**src/rtl/muon_pkg.sv**
```systemverilog
// rtl/muon_pkg.sv - shared constants for the muon lifetime datapath
package muon_pkg;

  // Width of every run statistics counter and of the elapsed-tick counter
  localparam int CNT_W = 16;

  // Defaults shared with tdc_measurement
  localparam int TIMEOUT_DEFAULT = 660;
  localparam int DEAD_DEFAULT    = 100;

  // Sequencer state encoding, visible on state_o
  localparam logic [2:0] ST_IDLE    = 3'd0;
  localparam logic [2:0] ST_ARMED   = 3'd1;
  localparam logic [2:0] ST_MEASURE = 3'd2;
  localparam logic [2:0] ST_EMIT    = 3'd3;
  localparam logic [2:0] ST_DEAD    = 3'd4;

endpackage

```
**src/rtl/muon_run_controller_sat_counter.sv**
```systemverilog
// rtl/muon_run_controller_sat_counter.sv - clearable up-counter that sticks at all-ones
module sat_counter
  import muon_pkg::*;
#(
  parameter int W = CNT_W
) (
  input  logic         clk,
  input  logic         rst_n,
  input  logic         clr,
  input  logic         inc,
  output logic [W-1:0] q
);

  logic [W-1:0] q_q;
  logic [W-1:0] q_d;

  // Clear wins over increment; increment stops once every bit is set
  always_comb begin
    q_d = q_q;
    if (clr) begin
      q_d = '0;
    end else if (inc && (q_q != {W{1'b1}})) begin
      q_d = q_q + W'(1);
    end
  end

  // Count register
  always_ff @(posedge clk or negedge rst_n) begin
    if (!rst_n) begin
      q_q <= '0;
    end else begin
      q_q <= q_d;
    end
  end

  assign q = q_q;

endmodule

```
**src/rtl/muon_run_controller.sv**
```systemverilog
// rtl/muon_run_controller.sv - run window, start/stop timing, dead time and event stream
module muon_run_controller
  import muon_pkg::*;
#(
  parameter int TIMEOUT_CYCLES = TIMEOUT_DEFAULT,
  parameter int DEAD_CYCLES    = DEAD_DEFAULT,
  parameter int TICK_DIV       = 100_000_000,
  parameter int TIME_W         = 16
) (
  input  logic              clk,
  input  logic              reset_n,
  input  logic              run_start,
  input  logic              run_stop,
  input  logic [15:0]       run_len,
  input  logic              start_pulse,
  input  logic              stop_pulse,
  output logic              evt_valid,
  output logic [TIME_W-1:0] evt_time,
  input  logic              evt_ready,
  output logic              running,
  output logic [2:0]        state_o,
  output logic [15:0]       elapsed,
  output logic [15:0]       n_starts,
  output logic [15:0]       n_decays,
  output logic [15:0]       n_timeouts,
  output logic [15:0]       n_dropped
);

  localparam int PW = (TICK_DIV > 1) ? $clog2(TICK_DIV) : 1;
  localparam int DW = (DEAD_CYCLES > 1) ? $clog2(DEAD_CYCLES) : 1;
  localparam logic [PW-1:0]     PRESC_LAST = PW'(TICK_DIV - 1);
  localparam logic [DW-1:0]     DEAD_LAST  = DW'(DEAD_CYCLES - 1);
  localparam logic [TIME_W-1:0] TCNT_LAST  = TIME_W'(TIMEOUT_CYCLES);

  logic [2:0]        state_q, state_d;
  logic [TIME_W-1:0] tcnt_q, tcnt_d;
  logic [DW-1:0]     dead_q, dead_d;
  logic [PW-1:0]     presc_q, presc_d;
  logic              end_q, end_d;
  logic              running_q, running_d;
  logic              evt_valid_q, evt_valid_d;
  logic [TIME_W-1:0] evt_time_q, evt_time_d;

  logic end_req;
  logic end_pend;
  logic clr_cnt;
  logic inc_starts, inc_decays, inc_timeouts, inc_dropped, inc_elapsed;

  // Sequencer: run window, measurement timing, hand-off and hold-off
  always_comb begin
    state_d      = state_q;
    tcnt_d       = tcnt_q;
    dead_d       = dead_q;
    presc_d      = presc_q;
    end_d        = end_q;
    running_d    = running_q;
    evt_valid_d  = evt_valid_q;
    evt_time_d   = evt_time_q;
    clr_cnt      = 1'b0;
    inc_starts   = 1'b0;
    inc_decays   = 1'b0;
    inc_timeouts = 1'b0;
    inc_dropped  = 1'b0;
    inc_elapsed  = 1'b0;

    // The end flag outlives running so a pending event can still drain to IDLE
    end_req  = running_q && (run_stop || ((run_len != '0) && (elapsed == run_len)));
    end_pend = end_q || end_req;
    if (end_req) begin
      end_d     = 1'b1;
      running_d = 1'b0;
    end

    if (running_q) begin
      if (presc_q == PRESC_LAST) begin
        presc_d     = '0;
        inc_elapsed = 1'b1;
      end else begin
        presc_d = presc_q + PW'(1);
      end
    end

    case (state_q)
      ST_IDLE: begin
        // A simultaneous stop cancels the start
        if (run_start && !run_stop) begin
          clr_cnt   = 1'b1;
          presc_d   = '0;
          end_d     = 1'b0;
          running_d = 1'b1;
          state_d   = ST_ARMED;
        end
      end
      ST_ARMED: begin
        if (end_pend) begin
          state_d = ST_IDLE;
        end else if (start_pulse) begin
          inc_starts = 1'b1;
          tcnt_d     = TIME_W'(1);
          state_d    = ST_MEASURE;
        end
      end
      ST_MEASURE: begin
        // Stop beats timeout on the last counted cycle; a run end discards the measurement
        if (end_pend) begin
          tcnt_d  = '0;
          state_d = ST_IDLE;
        end else if (stop_pulse) begin
          evt_time_d  = tcnt_q;
          evt_valid_d = 1'b1;
          inc_decays  = 1'b1;
          tcnt_d      = '0;
          state_d     = ST_EMIT;
        end else if (tcnt_q == TCNT_LAST) begin
          inc_timeouts = 1'b1;
          tcnt_d       = '0;
          dead_d       = '0;
          state_d      = ST_DEAD;
        end else begin
          tcnt_d = tcnt_q + TIME_W'(1);
        end
      end
      ST_EMIT: begin
        if (start_pulse) begin
          inc_dropped = 1'b1;
        end
        if (evt_valid_q && evt_ready) begin
          evt_valid_d = 1'b0;
          dead_d      = '0;
          state_d     = end_pend ? ST_IDLE : ST_DEAD;
        end
      end
      ST_DEAD: begin
        if (start_pulse) begin
          inc_dropped = 1'b1;
        end
        if (end_pend) begin
          state_d = ST_IDLE;
        end else if (dead_q == DEAD_LAST) begin
          state_d = ST_ARMED;
        end else begin
          dead_d = dead_q + DW'(1);
        end
      end
      default: begin
        state_d = ST_IDLE;
      end
    endcase
  end

  // Sequencer registers
  always_ff @(posedge clk or negedge reset_n) begin
    if (!reset_n) begin
      state_q     <= ST_IDLE;
      tcnt_q      <= '0;
      dead_q      <= '0;
      presc_q     <= '0;
      end_q       <= 1'b0;
      running_q   <= 1'b0;
      evt_valid_q <= 1'b0;
      evt_time_q  <= '0;
    end else begin
      state_q     <= state_d;
      tcnt_q      <= tcnt_d;
      dead_q      <= dead_d;
      presc_q     <= presc_d;
      end_q       <= end_d;
      running_q   <= running_d;
      evt_valid_q <= evt_valid_d;
      evt_time_q  <= evt_time_d;
    end
  end

  sat_counter #(.W(CNT_W)) u_elapsed (
    .clk(clk), .rst_n(reset_n), .clr(clr_cnt), .inc(inc_elapsed), .q(elapsed)
  );
  sat_counter #(.W(CNT_W)) u_starts (
    .clk(clk), .rst_n(reset_n), .clr(clr_cnt), .inc(inc_starts), .q(n_starts)
  );
  sat_counter #(.W(CNT_W)) u_decays (
    .clk(clk), .rst_n(reset_n), .clr(clr_cnt), .inc(inc_decays), .q(n_decays)
  );
  sat_counter #(.W(CNT_W)) u_timeouts (
    .clk(clk), .rst_n(reset_n), .clr(clr_cnt), .inc(inc_timeouts), .q(n_timeouts)
  );
  sat_counter #(.W(CNT_W)) u_dropped (
    .clk(clk), .rst_n(reset_n), .clr(clr_cnt), .inc(inc_dropped), .q(n_dropped)
  );

  assign evt_valid = evt_valid_q;
  assign evt_time  = evt_time_q;
  assign running   = running_q;
  assign state_o   = state_q;

endmodule

```
**config.mk**
```make
export PLATFORM = sky130hd
export DESIGN_NAME = muon_run_controller
export DESIGN_NICKNAME = d
export VERILOG_FILES = /design/src/rtl/muon_pkg.sv /design/src/rtl/muon_run_controller_sat_counter.sv /design/src/rtl/muon_run_controller.sv
export SDC_FILE = /design/constraint.sdc
export NUM_CORES = 1
export LEC_CHECK = 0
export BUFFER_PORTS_ARGS = -buffer_cell sky130_fd_sc_hd__buf_2
export CORE_MARGIN = 2
export CORE_UTILIZATION = 61
export CTS_BUF_LIST = sky130_fd_sc_hd__clkbuf_8
export CTS_CLUSTER_DIAMETER = 150
export DETAILED_ROUTE_END_ITERATION = 16
export PLACE_DENSITY = 0.82
export SYNTH_ARGS = -nofsm -noshare
export SYNTH_HDL_FRONTEND = slang
export SYNTH_HIERARCHICAL = 1
export SYNTH_SLANG_ARGS = --single-unit
```
**constraint.sdc**
```tcl
create_clock -name clk -period 6.65 [get_ports clk]
set_input_delay 0.665 -clock clk [delete_from_list [all_inputs] [get_ports clk]]
set_output_delay 0.665 -clock clk [all_outputs]
set_load 0.005 [all_outputs]
```
==> run_results.csv <==
group,metric,value,unit
outcome,status,"finished clean",
detailed_routing,wire_per_inst,16.3,µm
synth,synth-edff-count,0,
timing,finalSetupViolCount,0,
power,irDropWorstVdd,0.159,mV
clocking,clockRootBuffer,"clkbuf_8",
detailed_routing,drt-pass1-iter-count,5,
synth,synth-seq-area-share,44.0,%
final_layout,layout_commonest_cell,"dfrtp_1",
run,drv_cap,0,
floorplan,die-area,15100,µm²
placed_design,gp_congestion,0.894,
timing,worst_slew_pin_slew,1.13,ns
timing,min_period_over_period,52.5,%
synth,synth_ff_type,"dfrtp_1",
clocking,post-cts-setup-buffers,0,
detailed_routing,wl,19300,µm
synth,synth_nets,918,
timing,rsz0062_at_grt,"no",
floorplan,die-width,123,µm
final_layout,area_delta_synth_final,12.8,%
synth,synth_area,8650,µm²
clocking,clk_latency,0.45,ns
clocking,postCtsHoldBufs,0,
critical_path,cp-start-kind,"flip-flop",
synth,ys_seq_elements,152,
detailed_routing,vias_per_cell,6.20,
critical_path,cp.arrival,3.87,ns
grt,antenna_found_initial,1,
placed_design,dpl.hpwl,12900,µm
clocking,cts_tree,"built",
clocking,cts.reportedPaths.clkPinSlew,0.08,ns
timing,slew_viol_final,0,
timing,period_needed,3.49,ns
detailed_routing,initialDrtViolationCount,591,
final_layout,fin_area,9750,µm²
timing,holdWs,0.260,ns
grt,grt_use_total,26.6,%
critical_path,cp_data_required_time,7.02,ns
clocking,clockBufferDepth,2,
grt,grt_pass1_wl,32300,µm
timing,clock.fmax,286,MHz
critical_path,critical_path_class,"reg2reg",
floorplan,rows,43,
floorplan,die_h,123,µm
synth,yosys_warnings,6,
detailed_routing,ant_nets,0,
synth,yosys.cell_types.count,68,
detailed_routing,via_count,7363,
timing,slew_headroom,24.4,%
synth,syn_inst,886,
timing,fin_tns_setup,0,ns
floorplan,io_pins,124,
critical_path,crit_fanout,9,
critical_path,reg2reg_slack,3.16,ns
clocking,cts_buffers,17,
clocking,ctsHtreeMaxLevel,4,
grt,grt.overflow.total,0,
final_layout,fillers,1127,
final_layout,final_cell_mix,"dfrtp_1 (152), buf_2 (122), a21oi_1 (68)",
placed_design,io_buffer_count,123,
power,cellPowerDensity,228,nW/µm²
timing,clock_skew,0.00993,ns
grt,grt_pass1_vias,6807,
final_layout,fin_nets,1027,
final_layout,insertedDiodeCount,0,
floorplan,initial_core_util,62.3,%
critical_path,end_kind,"flip-flop",
detailed_routing,drc_errors,0,
floorplan,core_area,13900,µm²
power,p_leak,4.54,nW
synth,syn_avg_cell_area,9.76,µm²
timing,hold_viol,0,
hold_path,min_path_type,"in2async",
power,finalPower,2.22,mW
placed_design,placed_cell_area,9330,µm²
clocking,post_cts_resized,0,
final_layout,drive_gt1_share,22.9,%
synth,async_reset_ff_share,100,%
clocking,clock-sinks,152,
grt,grt_max_degree,91,
-- final timing paths --
check,startpoint,end,depth (start not counted)
max,tcnt_q[12],u_timeouts/q[13],8
min,reset_n,presc_q[3],1
max reg2reg,tcnt_q[12],u_timeouts/q[13],8
min reg2reg,evt_time[8],evt_time[8],1
max in group asynchronous,reset_n,u_elapsed/q[5],2
min in group clk,evt_time[8],evt_time[8],1
-- per-layer routing --
layer	up-vias	GRT usage [%]	wire length (µm)
met4	2	6.89	150
met1	3597	36.6	8880
met3	21	7.29	984
met2	194	41.9	9280
li1	3549	-	-
met5	-	0	12
-- Yosys cell counts, types with 22 or more instances --
| master | count | share of area [%] |
|---|---|---|
| a21oi_1 | 68 | 3.9 |
| dfrtp_1 | 152 | 44 |
| inv_1 | 26 | 1.1 |
| nand2_1 | 61 | 2.6 |
| nand3_1 | 32 | 1.9 |
| nand4_1 | 39 | 2.8 |
| nor2_1 | 67 | 2.9 |
| nor4_1 | 26 | 1.9 |
| o21ai_0 | 22 | 1.3 |
| o31ai_1 | 32 | 2.8 |
| or4_1 | 23 | 2.0 |
| xor2_1 | 26 | 2.6 |
-- worst max-delay path, cell delays in order (launching register included) --
cell and delay (ns):
dfrtp_1 0.43, or4b_1 0.59, nor4_4 0.37, nand2_1 0.13
nor3_1 0.69, and4_2 0.40, nand4b_1 0.20, or4_1 0.46
a21oi_1 0.15
-- where the power goes --
| group | internal, mW | switching, mW | leakage (nW) |
|---|---|---|---|
| logic | 0.148 | 0.266 | 2.22 |
| registers | 0.983 | 0.0828 | 2.10 |
| clock network | 0.400 | 0.340 | 0.220 |
| total | 1.53 | 0.690 | 4.54 |
-- cell families (layout without fill, tap and decap cells) --
family / Yosys count / in the layout / synth area share (%)
fa+ha+maj: 9 / 9 / 1.30
flops: 152 / 152 / 44.0
simple gates: 392 / 392 / 27.8
xor+xnor: 44 / 44 / 4.46
compound gates: 190 / 190 / 14.4
mux: 36 / 36 / 4.70
buf+inv: 63 / 185 / 3.46
-- final cells by class --
| cell class | count | area, µm² | share of cell area [%] |
|---|---|---|---|
| clock buffers | 24 | 330 | 3.39 |
| clock inverters | 8 | 92.6 | 0.949 |
| inverters | 26 | 97.6 | 1.00 |
| multi-input cells | 671 | 4550 | 46.7 |
| flip-flops and latches | 152 | 3800 | 39.0 |
| well taps | 180 | 225 | 2.31 |
| repair buffers | 127 | 652 | 6.68 |
-- flip-flops by register name, indices dropped and copies added, names as in the netlist --
register      flops
state_o           3
presc_q          27
dead_q            7
running           1
u_starts/q       16
evt_valid         1
tcnt_q           16
u_timeouts/q     16
end_q             1
evt_time         16
u_decays/q       16
u_dropped/q      16
u_elapsed/q      16
-- stage by stage --
stage / utilization (%) / setup slack [ns] / std cells
floorplan: - / 3.54 / 886
global placement: 67.2 / 2.91 / 1156
detailed placement: 67.2 / 2.80 / 1156
CTS: 70.3 / 3.21 / 1188
global route: 70.3 / 2.94 / 1188
finish: 70.3 / 3.16 / 1188
(Power assumes the default switching activity.)
